File: config.mk
export PLATFORM = sky130hd
export DESIGN_NAME = stream_map_addk
export DESIGN_NICKNAME = d
export VERILOG_FILES = /design/src/rtl/stream_map_addk.sv
export SDC_FILE = /design/constraint.sdc
export NUM_CORES = 1
export LEC_CHECK = 0
export BUFFER_PORTS_ARGS = -buffer_cell sky130_fd_sc_hd__buf_2
export CORE_ASPECT_RATIO = 1.1
export CORE_MARGIN = 3
export CORE_UTILIZATION = 35
export DETAILED_ROUTE_END_ITERATION = 16
export PLACE_DENSITY = 0.62
export SLEW_MARGIN = 20
export SYNTH_ARGS = -nofsm -noshare
export SYNTH_HDL_FRONTEND = slang
export SYNTH_SLANG_ARGS = --single-unit
File: constraint.sdc
create_clock -name clk -period 2 [get_ports clk]
set_clock_uncertainty 0.15 [all_clocks]
set_input_delay 0.3 -clock clk [delete_from_list [all_inputs] [get_ports clk]]
set_output_delay 0.3 -clock clk [all_outputs]
set_load 0.01 [all_outputs]
File: src/rtl/stream_map_addk.sv
// Session-based stream kernel: adds ADDEND to LEN elements through a DEPTH-stage elastic pipeline.
// Optional feature macro STREAM_MAP_SAT_EN: saturating add plus sticky sat_seen output.
module stream_map_addk #(
    parameter int          WIDTH  = 8,
    parameter logic [63:0] ADDEND = 64'd1,
    parameter int          DEPTH  = 2,
    parameter int          LENW   = 16
) (
    input  logic             clk,
    input  logic             rst,
    input  logic             in_valid,
    output logic             in_ready,
    input  logic [LENW-1:0]  len,
    output logic             out_valid,
    input  logic             out_ready,
    output logic [LENW-1:0]  out_count,
    input  logic [WIDTH-1:0] sIn,
    input  logic             sIn_valid,
    output logic             sIn_ready,
    output logic [WIDTH-1:0] sOut,
    output logic             sOut_valid,
`ifdef STREAM_MAP_SAT_EN
    input  logic             sOut_ready,
    output logic             sat_seen
`else
    input  logic             sOut_ready
`endif
);

    localparam logic [WIDTH-1:0] K = ADDEND[WIDTH-1:0];

    typedef enum logic [1:0] {
        S_IDLE,
        S_RUN,
        S_DRAIN,
        S_DONE
    } state_t;

    state_t r_state;
    state_t w_next;

    logic [LENW-1:0]  r_remaining;
    logic [LENW-1:0]  r_emitted;
    logic [DEPTH-1:0] r_vld;
    logic [WIDTH-1:0] r_data [DEPTH];
    logic [DEPTH-1:0] w_load;
    logic [WIDTH-1:0] w_stage0;
    logic             w_start;
    logic             w_in_fire;
    logic             w_out_fire;

    assign in_ready   = (r_state == S_IDLE);
    assign out_valid  = (r_state == S_DONE);
    assign out_count  = r_emitted;
    assign sOut       = r_data[DEPTH-1];
    assign sOut_valid = r_vld[DEPTH-1];
    assign sIn_ready  = (r_state == S_RUN) && w_load[0];

    assign w_start    = in_valid && in_ready;
    assign w_in_fire  = sIn_valid && sIn_ready;
    assign w_out_fire = sOut_valid && sOut_ready;

    // A stage may load if it or any stage downstream of it holds a bubble,
    // or the whole chain is full and the sink is taking the head element.
    always_comb begin
        w_load = '0;
        for (int i = 0; i < DEPTH; i++) begin
            w_load[i] = sOut_ready;
            for (int j = i; j < DEPTH; j++) begin
                if (!r_vld[j]) begin
                    w_load[i] = 1'b1;
                end
            end
        end
    end

`ifdef STREAM_MAP_SAT_EN
    logic [WIDTH:0] w_sum;
    logic           r_sat_seen;

    assign w_sum    = {1'b0, sIn} + {1'b0, K};
    assign w_stage0 = w_sum[WIDTH] ? {WIDTH{1'b1}} : w_sum[WIDTH-1:0];
    assign sat_seen = r_sat_seen;

    always_ff @(posedge clk or posedge rst) begin
        if (rst) begin
            r_sat_seen <= 1'b0;
        end else if (w_start) begin
            r_sat_seen <= 1'b0;
        end else if (w_in_fire && w_sum[WIDTH]) begin
            r_sat_seen <= 1'b1;
        end
    end
`else
    assign w_stage0 = sIn + K;
`endif

    always_comb begin
        w_next = r_state;
        unique case (r_state)
            S_IDLE: begin
                if (w_start) begin
                    w_next = (len == '0) ? S_DONE : S_RUN;
                end
            end
            S_RUN: begin
                if (w_in_fire && r_remaining == LENW'(1)) begin
                    w_next = S_DRAIN;
                end
            end
            S_DRAIN: begin
                if (r_vld == '0) begin
                    w_next = S_DONE;
                end
            end
            S_DONE: begin
                if (out_ready) begin
                    w_next = S_IDLE;
                end
            end
            default: w_next = S_IDLE;
        endcase
    end

    always_ff @(posedge clk or posedge rst) begin
        if (rst) begin
            r_state <= S_IDLE;
        end else begin
            r_state <= w_next;
        end
    end

    always_ff @(posedge clk or posedge rst) begin
        if (rst) begin
            r_remaining <= '0;
            r_emitted   <= '0;
        end else begin
            if (w_start) begin
                r_remaining <= len;
                r_emitted   <= '0;
            end else begin
                if (w_in_fire) begin
                    r_remaining <= r_remaining - LENW'(1);
                end
                if (w_out_fire && r_emitted != '1) begin
                    r_emitted <= r_emitted + LENW'(1);
                end
            end
        end
    end

    // Stage 0 applies the addend; later stages only move data forward.
    always_ff @(posedge clk or posedge rst) begin
        if (rst) begin
            r_vld <= '0;
            for (int i = 0; i < DEPTH; i++) begin
                r_data[i] <= '0;
            end
        end else begin
            if (w_load[0]) begin
                r_vld[0]  <= w_in_fire;
                r_data[0] <= w_stage0;
            end
            for (int i = 1; i < DEPTH; i++) begin
                if (w_load[i]) begin
                    r_vld[i]  <= r_vld[i-1];
                    r_data[i] <= r_data[i-1];
                end
            end
        end
    end

endmodule

Word-level counts from Yosys, hierarchy flattened
Index checks and enable logic that the tools add are counted.
{"block": "word_totals", "regBits": 52, "wordCells": 44, "in_bits": 30}
{"block": "classes", "n_reduce_logical": 12, "n_eq_ne": 9, "muxes": 13, "n_addsub": 3}
{"operator": "16-bit 2-to-1 mux", "count": 4}
{"operator": "16-bit by 1-bit adder with 16-bit output, second input constant", "count": 1}
{"operator": "16-bit by 1-bit equality test with 1-bit output, second input constant", "count": 1}
{"operator": "16-bit logical NOT", "count": 1}
{"operator": "16-bit != test, second input constant", "count": 1}
{"operator": "16-bit by 1-bit subtractor with 16-bit output, second input constant", "count": 1}
{"operator": "2-bit 2-to-1 mux", "count": 5}
{"operator": "8-bit by 1-bit adder with 8-bit output, second input constant", "count": 1}
{"operator": "2-bit one-hot mux with 4 select lines", "count": 1}
{"operator": "1-bit logical AND", "count": 6}
{"operator": "2-bit by 1-bit != test with 1-bit output, second input constant", "count": 3}
{"operator": "2-bit equality test, second input constant", "count": 2}
{"operator": "2-bit logical NOT", "count": 2}
{"operator": "4-bit AND reduction", "count": 1}
{"operator": "2-bit nonzero test", "count": 2}
{"operator": "1-bit 2-to-1 mux", "count": 3}
{"operator": "2-bit by 1-bit equality test with 1-bit output, second input constant", "count": 1}
{"operator": "2-bit != test, second input constant", "count": 1}

Depth between registers and ports, before layout
Gate-level depths: netlist of run 1.
{"block": "logic_depth", "word_depth": 7, "depth_mapped": 8, "mapped_depth_nobuf": 7}

Least setup slack after synthesis of run 1
Ideal clock, no wire load.
{"block": "synth_timing", "path_kind": "register to register", "startpoint": "register r_remaining[8]", "endpoint": "register r_state[0]", "setup_ps": 126, "synth_period_minus_slack_ps": 2077, "arrival_ps": 1801, "path_stages_with_launch": 6, "path_slack_ps": -77, "t_required_ps": 1724, "cell_sequence": "dfrtp_1 > or4_4 > nor3_1 > a31o_2 > nand2_1 > o32a_1"}
{"block": "synth_between", "elab_chain_cells": 4}
{"element": "from (decl)", "line": "42", "source": "logic [LENW-1:0] r_remaining;"}
{"element": "from (signal assigned)", "line": "139", "source": "r_remaining <= len;"}
{"element": "from (signal assigned)", "line": "143", "source": "r_remaining <= r_remaining - LENW'(1);"}
{"element": "16-bit by 1-bit equality test with 1-bit output", "line": "107", "source": "if (w_in_fire && r_remaining == LENW'(1)) begin"}
{"element": "1-bit logical AND", "line": "107"}
{"element": "2-bit by 1-bit != test with 1-bit output (no line)"}
{"element": "4-bit AND reduction (no line)"}
{"element": "to (signal assigned)", "line": "129", "source": "r_state <= w_next;"}
{"element": "to (decl)", "line": "39", "source": "state_t r_state;"}
No other way between the ends.
A chain may end at the register's enable or synchronous reset.

Worst setup path in the final report of run 1
{"block": "layout_timing", "startpoint": "register r_state[1]", "endpoint": "register r_remaining[14]"}
{"block": "layout_between", "elab_chain_cells": 4, "elab_cells_between_ends": 7, "cone_classes": "1 x eq/ne; 1 x mux; 5 x reduce/logical"}
{"element": "2-bit by 1-bit equality test with 1-bit output", "line": "57", "source": "assign sIn_ready = (r_state == S_RUN) && w_load[0];"}
{"element": "1-bit logical AND", "line": "57"}
{"element": "1-bit logical AND", "line": "60", "source": "assign w_in_fire = sIn_valid && sIn_ready;"}
{"element": "2-bit nonzero test (no line)"}
Several ways; a longest one is shown, not always the timed one.

==> metrics, run 1 <==
routed length per instance 13.5 um; Num CTS Buffers 5; FMAX about 0.50 GHz; 1st-pass router iterations 4; Adder-Cell Fraction of Synth Area 0.0354; cell with the most instances after synthesis dfrtp_1; post-route insts no fill 472; std cell rows 33; first-pass GRT wire length 10,900 um; CTS H-tree depth 2; worst reg-to-reg setup slack ~0.028 ps; Slew Limit Headroom 0.731; post-synth top area share 0.460; sequential power share 0.411; Post-synth EDFFs 0; startpoint of the worst hold path len[3]; multi-input gate area in the final layout 0.00143 mm^2; Starting Density 0.370; Synth Instances 295; leading area contributor after synthesis dfrtp_1; critical path peak fanout 6; ys async rst share 1.00; type of origin of the critical path flop; MaxCap Viol Count 0; Tmin final 2000 ps; Hold WC Path Type input port to flop; synth warn 0; CTS Sinks 52; clock latency on the worst-skew pair around 300 ps; clock tree buffer depth 2; Post-Place Cells around 460; share of layout cells above drive strength 1 0.313; largest net degree at the start of global routing 53; drt total wl around 6400 um; switching power total 0.00131 W; WHS Path Cells 3; Worst Path Arrival 2050 ps; Slew @ Worst Pin 403 ps; sw frac 0.345; Mapped Avg Cell Area 9.59 um^2; Max IR drop VDD 0.331 mV; IO buf count 57; Area Overhead vs Synth 24.4%; Worst Setup End Kind flop; Pwr per Cell Area around 1100 mW/mm^2; routed vias/inst ~4.9; CTS tree done; clk root buf clkbuf_8; CTS clk-pin slew, worst paths ~90 ps; Crit Path Category flop to flop; Die X 91.7 um; Internal Power 0.00248 W; final instance area around 0.0035 mm^2; Starting DRT DRC Count 77; dpl hpwl 4830 um; antenna violations before repair 0; # IOs between 50 and 60; clock share of power 0.206; Final Setup Violations 0; synthesis-stage register bit count 52; overall power 0.00379 W; Cell variety after synth 45; Worst Hold Path EP r_remaining[3]; antenna cells 0; RR Startpoint r_state[1]; Die H 100 um; GRT Overall Usage 0.147; Placer Congestion 0.832; main combinational cell family by area after synthesis simple AND/OR/NAND/NOR gates; placed cell area about 0.0033 mm^2; DRC viols 0; Synth Area in Compound Gates 0.0911; mux cell area share after synthesis 0.0318; Area contributors post-synth dfrtp_1 (46%), nand2_1 (5.0%), xnor2_1 (5.0%); Fin. Hold Viols 0; Logic pwr share 0.384; top cells by count, synth dfrtp_1 (52), nand2_1 (38), nor2_1 (26); utilization after layout 0.461; final period utilization 1.00; die area 0.00920 mm^2; simple-gate share of the synthesized area 0.238; syn_nets 333; vias in the first global route 2,330; status finished, final reports clean; total congestion overflow 0; main flop type after synthesis dfrtp_1; Final nets 404; reg2reg path depth 7; Sequential cell area 0.00130 mm^2; Synth Area in XOR/XNOR 0.0929; end of the worst register-to-register path r_remaining[14]; antenna viol nets, final 0; CP required 2050 ps; LEAKAGE 1.58 nW; worst hold margin 60.4 ps; mapped cell area roughly 0.0028 mm^2; sequential fraction of the synthesis area 0.460; max-slew violation count 0; Core Region 0.00764 mm^2; RSZ-0062 raised after global routing yes; fillers 752; DR vias 2,308
-- critical path, cell delays in order, from the launching register on --
cell and delay (ps):
dfrtp_1 390, inv_2 80, ha_4 140, nand4bb_4 120
or4_4 600, nor3b_2 210, xnor2_1 150, o21ai_2 60
-- power by group through the flow --
stage / logic (W) / clock network, W / registers (W)
floorplan: 0.000921 / 0 / 0.00156
global placement: 0.00138 / 0 / 0.00155
detailed placement: 0.00140 / 0 / 0.00156
CTS: 0.00142 / 0.000818 / 0.00154
global route: 0.00163 / 0.000859 / 0.00160
finish: 0.00145 / 0.000778 / 0.00155
-- sequential cells by signal (all words and copies together), names as in the netlist --
name and cells:
r_state 2, out_count 16, r_data 8, r_remaining 16
r_vld 2, sOut 8
-- layer usage --
layer / wire length [um] / vias to the layer above / track usage / share of wire
li1: - / 1155 / - / -
met1: 3000 / 1105 / 0.195 / 0.47
met3: 257 / 7 / 0.0285 / 0.040
met5: 0 / - / 0 / 0
met4: 101 / 0 / 0.0491 / 0.016
met2: 3020 / 41 / 0.242 / 0.47
-- worst max-delay path by stage --
stage                 endpoint  cells after the start        from
4_1_cts        r_remaining[14]                      7  r_state[1]
3_3_place_gp   r_remaining[14]                      7  r_state[1]
5_1_grt        r_remaining[14]                      7  r_state[1]
2_1_floorplan  r_remaining[14]                      8  r_state[1]
6_report       r_remaining[14]                      7  r_state[1]
3_5_place_dp   r_remaining[14]                      7  r_state[1]
-- area by class of cell --
| class | instances | share of cell area |
|---|---|---|
| multi-input cells | 217 | 0.406 |
| flip-flops and latches | 52 | 0.370 |
| inverters | 8 | 0.00853 |
| clock inverters | 1 | 0.00853 |
| repair buffers | 82 | 0.142 |
| well taps | 105 | 0.0373 |
| clock buffers | 7 | 0.0274 |
-- stage by stage --
step           TNS [ps]  worst slack [ps]
3_5_place_dp          0              4.04
5_1_grt            -325             -86.3
3_3_place_gp          0              50.8
2_1_floorplan     -73.0             -56.3
6_report              0            0.0284
4_1_cts               0              3.20
-- cell usage in the layout (no fill, tap or decap), drive strengths merged, types with 8 or more instances in the layout --
| cell type | synthesis | layout |
|---|---|---|
| xnor2 | 16 | 16 |
| o21ai | 25 | 25 |
| nand2 | 38 | 38 |
| dfrtp | 52 | 52 |
| nor2 | 26 | 26 |
| xor2 | 14 | 14 |
| mux2 | 8 | 8 |
| nand3 | 15 | 15 |
| nand4 | 8 | 8 |
| buf | 10 | 81 |
| inv | 8 | 8 |
| ha | 8 | 8 |
-- cell families after synthesis --
family	count (synthesis)
muxes	8
and+or+nand+nor	127
AOI/OAI and AO/OA	44
adders and majority gates	8
xor gates and xnor gates	30
DFF	52
buffers and inverters	26
-- timing repair --
action / CTS / global route
setup buffers: 0 / 1
resized for setup: 2 / 6
hold buffers: 1 / 0
hold endpoints to repair: 52 / 0
pin swaps: 0 / 4
endpoints found under the setup margin: 1 / 12
(Power assumes the default switching activity.)
==> run 2, diff against run 1 <==
Settings changed: PLACE_DENSITY 0.62 to 0.6.
Clock period 2 ns to 1.9 ns, I/O delays scaled along.
==> run 2 against run 1 <==
  * The run now ends with negative setup slack left
  * Non-clock buffer count increased by 24
  * Sequential power is 5% higher
  * Final cell count grew 5.1%
  * Global-route usage is 1.2 points higher
  * Fmax up 2.1%
==> metrics, run 2 (same netlist as run 1, synthesis figures left out) <==
status complete, but fails checks; violated checks negative setup slack; sw frac 0.370; post-route insts no fill 496; end of the worst register-to-register path r_remaining[14]; Slew Limit Headroom 0.736; IO buf count between 50 and 60; setup ws final -58.7 ps; first-pass GRT wire length 11,700 um; largest net degree at the start of global routing 44; antenna violations before repair 0; most common cell after layout, fill and taps aside buf_2; std cell rows 33; WHS Path Cells 2; Fin. Hold Viols 0; critical path peak fanout 6; sequential power share 0.377; GRT Overall Usage 0.159; # IOs 58; Core Region 0.00764 mm^2; slowest library cell on the worst path or4_4; CTS clk-pin slew, worst paths 100 ps; Max IR drop VDD 0.427 mV; Final Setup Violations 3; Die H 100 um; clock latency on the worst-skew pair 310 ps; CTS Sinks 52; Post-Place Cells 481; Pwr per Cell Area roughly 1100 mW/mm^2; Worst Setup End Kind flop; Tmin final 1960 ps; die area a little over 0.009 mm^2; Num CTS Buffers 5; clk root buf clkbuf_8; 1st-pass router iterations 4; LEAKAGE 1.70 nW; type of origin of the critical path flop; max-slew violation count 0; CTS tree done; antenna viol nets, final 0; final period utilization 1.03; Die X 91.7 um; Final nets between 400 and 500; Logic pwr share 0.464; MaxCap Viol Count 0; Fin Setup TNS -90.6 ps; drt total wl 7040 um; routed length per instance 14.2 um; overall power about 0.0043 W; total congestion overflow 0; post-place setup slack -90.9 ps; RSZ-0062 raised after global routing yes; DR vias about 2,400; clock tree buffer depth 2; Crit path largest cell delay 520 ps; Hold WC Path Type input port to flop; Starting DRT DRC Count 58; RR Startpoint r_state[1]; vias in the first global route roughly 2,400; startpoint of the worst hold path sIn[0]; DRC viols 0; Worst Hold Path EP r_data[8]; reg2reg path depth 7; share of layout cells above drive strength 1 0.396; Internal Power 0.00270 W; Slew @ Worst Pin 395 ps; FMAX 0.511 GHz; clock share of power 0.159; Placer Congestion around 0.8; worst reg-to-reg setup slack -60 ps; Worst Path Arrival 2020 ps; Crit Path Category flop to flop; CP required 1960 ps; dpl hpwl 5190 um; switching power total between 0.0015 and 0.002 W; Area Overhead vs Synth 34.2%; fillers 723; most frequent cells in the layout buf_2 (57), dfrtp_1 (52), buf_4 (44), nand2_1 (36), nor2_1 (23); routed vias/inst roughly 4.9; CTS H-tree depth 2; utilization after layout 0.497; crit path cell chain inv_2 -> ha_4 -> nand4bb_4 -> or4_4 -> nor3b_2 -> xnor2_1 -> o21ai_2; antenna cells 0; Starting Density 0.370
## run 2: cell types whose count changed in the layout (fill, tap and decap cells not counted), moves of 3 or more
cell     delta
inv_1       -3
o21ai_1     +5
buf_6       +3
buf_4      +22
inv_2       +3
o21ai_0     -5
## run 2: worst max-delay path, delay by kind of cell, from the launching register on
kind | cells | cell delay [ps]
simple gates | 3 | 870
flops | 1 | 400
xor+xnor | 1 | 160
fa+ha+maj | 1 | 140
buf+inv | 1 | 80
compound gates | 1 | 70
## run 2: layout make-up
cell class	count	area, um^2	area share
Multi-Input combinational cell	217	1560	0.410
Clock inverter	2	15.0	0.00396
Timing Repair Buffer	106	679	0.179
Sequential cell	52	1300	0.343
Clock buffer	6	82.6	0.0218
Tap cell	105	131	0.0346
Inverter	8	30.0	0.00791
## run 2: how the worst max path moves through the flow
stage	slack, ps	start	depth (start not counted)	end
5_1_grt	-120	r_state[1]	7	r_remaining[14]
3_3_place_gp	-40	r_remaining[0]	7	r_remaining[14]
4_1_cts	-70	r_remaining[8]	5	r_state[0]
6_report	-60	r_state[1]	7	r_remaining[14]
2_1_floorplan	-160	r_state[1]	8	r_remaining[14]
3_5_place_dp	-90	r_remaining[8]	5	r_state[0]
## run 2: timing repair
action,CTS,global route
endpoints found under the setup margin,11,29
buffers inserted,2,5
resized for setup,10,30
pin swaps,2,11
hold endpoints to repair,9,0
hold buffers,1,0
## run 2: through the flow
step / area, um^2 / hold slack (ps)
after floorplan: 2840 / 220
after global placement: 3470 / 72.1
after detailed placement: 3470 / 72.4
after CTS: 3640 / 22.6
after global routing: 3800 / 24.8
final: 3800 / 33.4
## run 2: power by group through the flow
stage          clock network (W)  registers [W]  logic, W
5_1_grt                 0.000757        0.00166   0.00220
2_1_floorplan                  0        0.00164  0.000981
4_1_cts                 0.000717        0.00160   0.00175
3_3_place_gp                   0        0.00160   0.00164
6_report                0.000680        0.00162   0.00199
3_5_place_dp                   0        0.00161   0.00167
## run 2: metal layers
metal / up-vias / part of all wire / track usage
met5: - / 0 / 0
met2: 54 / 0.49 / 0.258
met1: 1154 / 0.45 / 0.210
met3: 11 / 0.041 / 0.0330
met4: 0 / 0.021 / 0.0617
li1: 1213 / - / -
==> run 3, diff against run 2 <==
Settings changed: PLACE_DENSITY 0.6 to 0.62.
Clock period 1.9 ns to 1.7 ns, I/O delays scaled along.
==> run 3 against run 2 <==
  * The run still ends with negative setup slack left
  * Sequential power rose by 9.9%
  * Count of clock-buffer cells in the layout fell by 1
  * Cell area increased by 13%
  * Critical endpoint is now r_remaining[12]
  * Final cell count up 7.3%
  * Clock power up 11%
  * Power rose by 28%
  * Sequential cell count is the same
  * Routed wire length is 13% higher
==> metrics, run 3 (same netlist as run 1, synthesis figures left out) <==
status complete, but fails checks; violated checks negative setup slack; drt total wl 7930 um; most common cell after layout, fill and taps aside buf_4; max-slew violation count 0; Placer Congestion 0.813; fillers 707; antenna viol nets, final 0; LEAKAGE 1.95 nW; total congestion overflow 0; Fin. Hold Viols 0; std cell rows 33; Final Setup Violations 16; routed length per instance 14.9 um; Die X 91.7 um; # IOs 58; Fin Setup TNS -2760 ps; IO buf count 57; Worst Path Arrival 2110 ps; CTS Sinks 52; CP required 1750 ps; first-pass GRT wire length 12,300 um; clock share of power 0.138; CTS tree done; Crit Path Category flop to flop; Die H 100 um; routed vias/inst 4.98; Num CTS Buffers 5; antenna cells 0; WHS Path Cells 3; Worst Setup End Kind flop; Crit path buffers/inverters 2; vias in the first global route 2,631; multi-input gate area in the final layout 0.00165 mm^2; worst hold margin 17.0 ps; Slew @ Worst Pin 462 ps; sequential power share 0.325; GRT Overall Usage 0.167; Crit path largest cell delay 600 ps; largest net degree at the start of global routing 21; clk root buf clkbuf_8; DRC viols 0; Slew Limit Headroom 0.692; Max IR drop VDD between 0.4 and 0.5 mV; DR top layer met4; Internal Power 0.00347 W; 1st-pass router iterations 4; share of layout cells above drive strength 1 0.494; die area 0.00920 mm^2; overall power ~0.0055 W; Most common cell on crit path inv_2; sw frac 0.366; Hold WC Path Type input port to flop; Starting DRT DRC Count slightly above 60; clock latency on the worst-skew pair 320 ps; final period utilization 1.21; Area Overhead vs Synth 52.0%; switching power total 0.00201 W; met1 wire length 3310 um; DR vias 2,647; Final nets around 460; routed wl met2 4180 um; post-place setup slack -289 ps; critical path peak fanout 6; antenna violations before repair 0; CTS H-tree depth 2; Tmin final around 2000 ps; most frequent cells in the layout buf_4 (61), buf_2 (55), dfrtp_1 (51), nand2_1 (31), nor2_1 (23); dpl hpwl 5580 um; clock tree buffer depth 2; Logic pwr share 0.536; MaxCap Viol Count 0; crit path cell chain inv_2 -> ha_4 -> inv_2 -> or4_4 -> nor4_4 -> xnor2_1 -> a21oi_1; Sequential cell area roughly 0.0013 mm^2; Worst path depth 7; Starting Density 0.370; RSZ-0062 raised after global routing yes; FMAX 0.485 GHz; utilization after layout 0.563; reg2reg path depth 7; CTS clk-pin slew, worst paths approximately 100 ps; met3 WL between 200 and 300 um; CP delay by family, top simple AND/OR/NAND/NOR gates; setup ws final -362 ps; Pwr per Cell Area 1270 mW/mm^2; Core Region 0.00764 mm^2; slowest library cell on the worst path or4_4; type of origin of the critical path flop
[run 3: routing by layer]
layer,vias to the layer above,global-route usage
met5,-,0
met4,0,0.0503
met3,12,0.0292
met2,46,0.306
met1,1310,0.200
li1,1279,-
[run 3: final timing paths]
path	from	end	slack [ps]
max	r_remaining[0]	r_remaining[12]	-360
min	len[5]	r_remaining[5]	20
max reg2reg	r_remaining[0]	r_remaining[12]	-360
min reg2reg	r_data[10]	r_data[10]	340
max in group asynchronous	rst	r_remaining[4]	610
min in group asynchronous	rst	out_count[1]	330
[run 3: area by class of cell]
| type | instances | share of cell area |
|---|---|---|
| multi-input cells | 217 | 0.385 |
| well taps | 105 | 0.0306 |
| repair buffers | 142 | 0.252 |
| clock buffers | 5 | 0.0160 |
| inverters | 8 | 0.00757 |
| clock inverters | 3 | 0.00611 |
| flip-flops and latches | 52 | 0.303 |
[run 3: worst register-to-register path, cell delays in order (launching register included)]
cell and delay, ps:
dfrtp_1 430, inv_2 100, ha_4 140, inv_2 40, or4_4 600, nor4_4 270
xnor2_1 150, a21oi_1 80
[run 3: power by group through the flow]
stage	Sequential, W	Clock [W]	Combinational, W
after CTS	0.00176	0.000780	0.00261
after global routing	0.00182	0.000841	0.00316
after global placement	0.00177	0	0.00217
after detailed placement	0.00179	0	0.00221
after floorplan	0.00185	0	0.00115
final	0.00178	0.000758	0.00294
[run 3: what timing repair did]
action / in CTS / in global routing
setup buffers: 9 / 12
hold buffers: 2 / 0
gates cloned: 2 / 0
pin swaps: 9 / 22
endpoints found under the hold margin: 19 / 0
gates resized for setup: 32 / 52
setup endpoints to repair: 29 / 32
[run 3: per-stage QoR]
step	instances	area (um^2)
floorplan	295	2880
global placement	506	3740
detailed placement	506	3740
CTS	526	4060
global route	532	4300
finish	532	4300
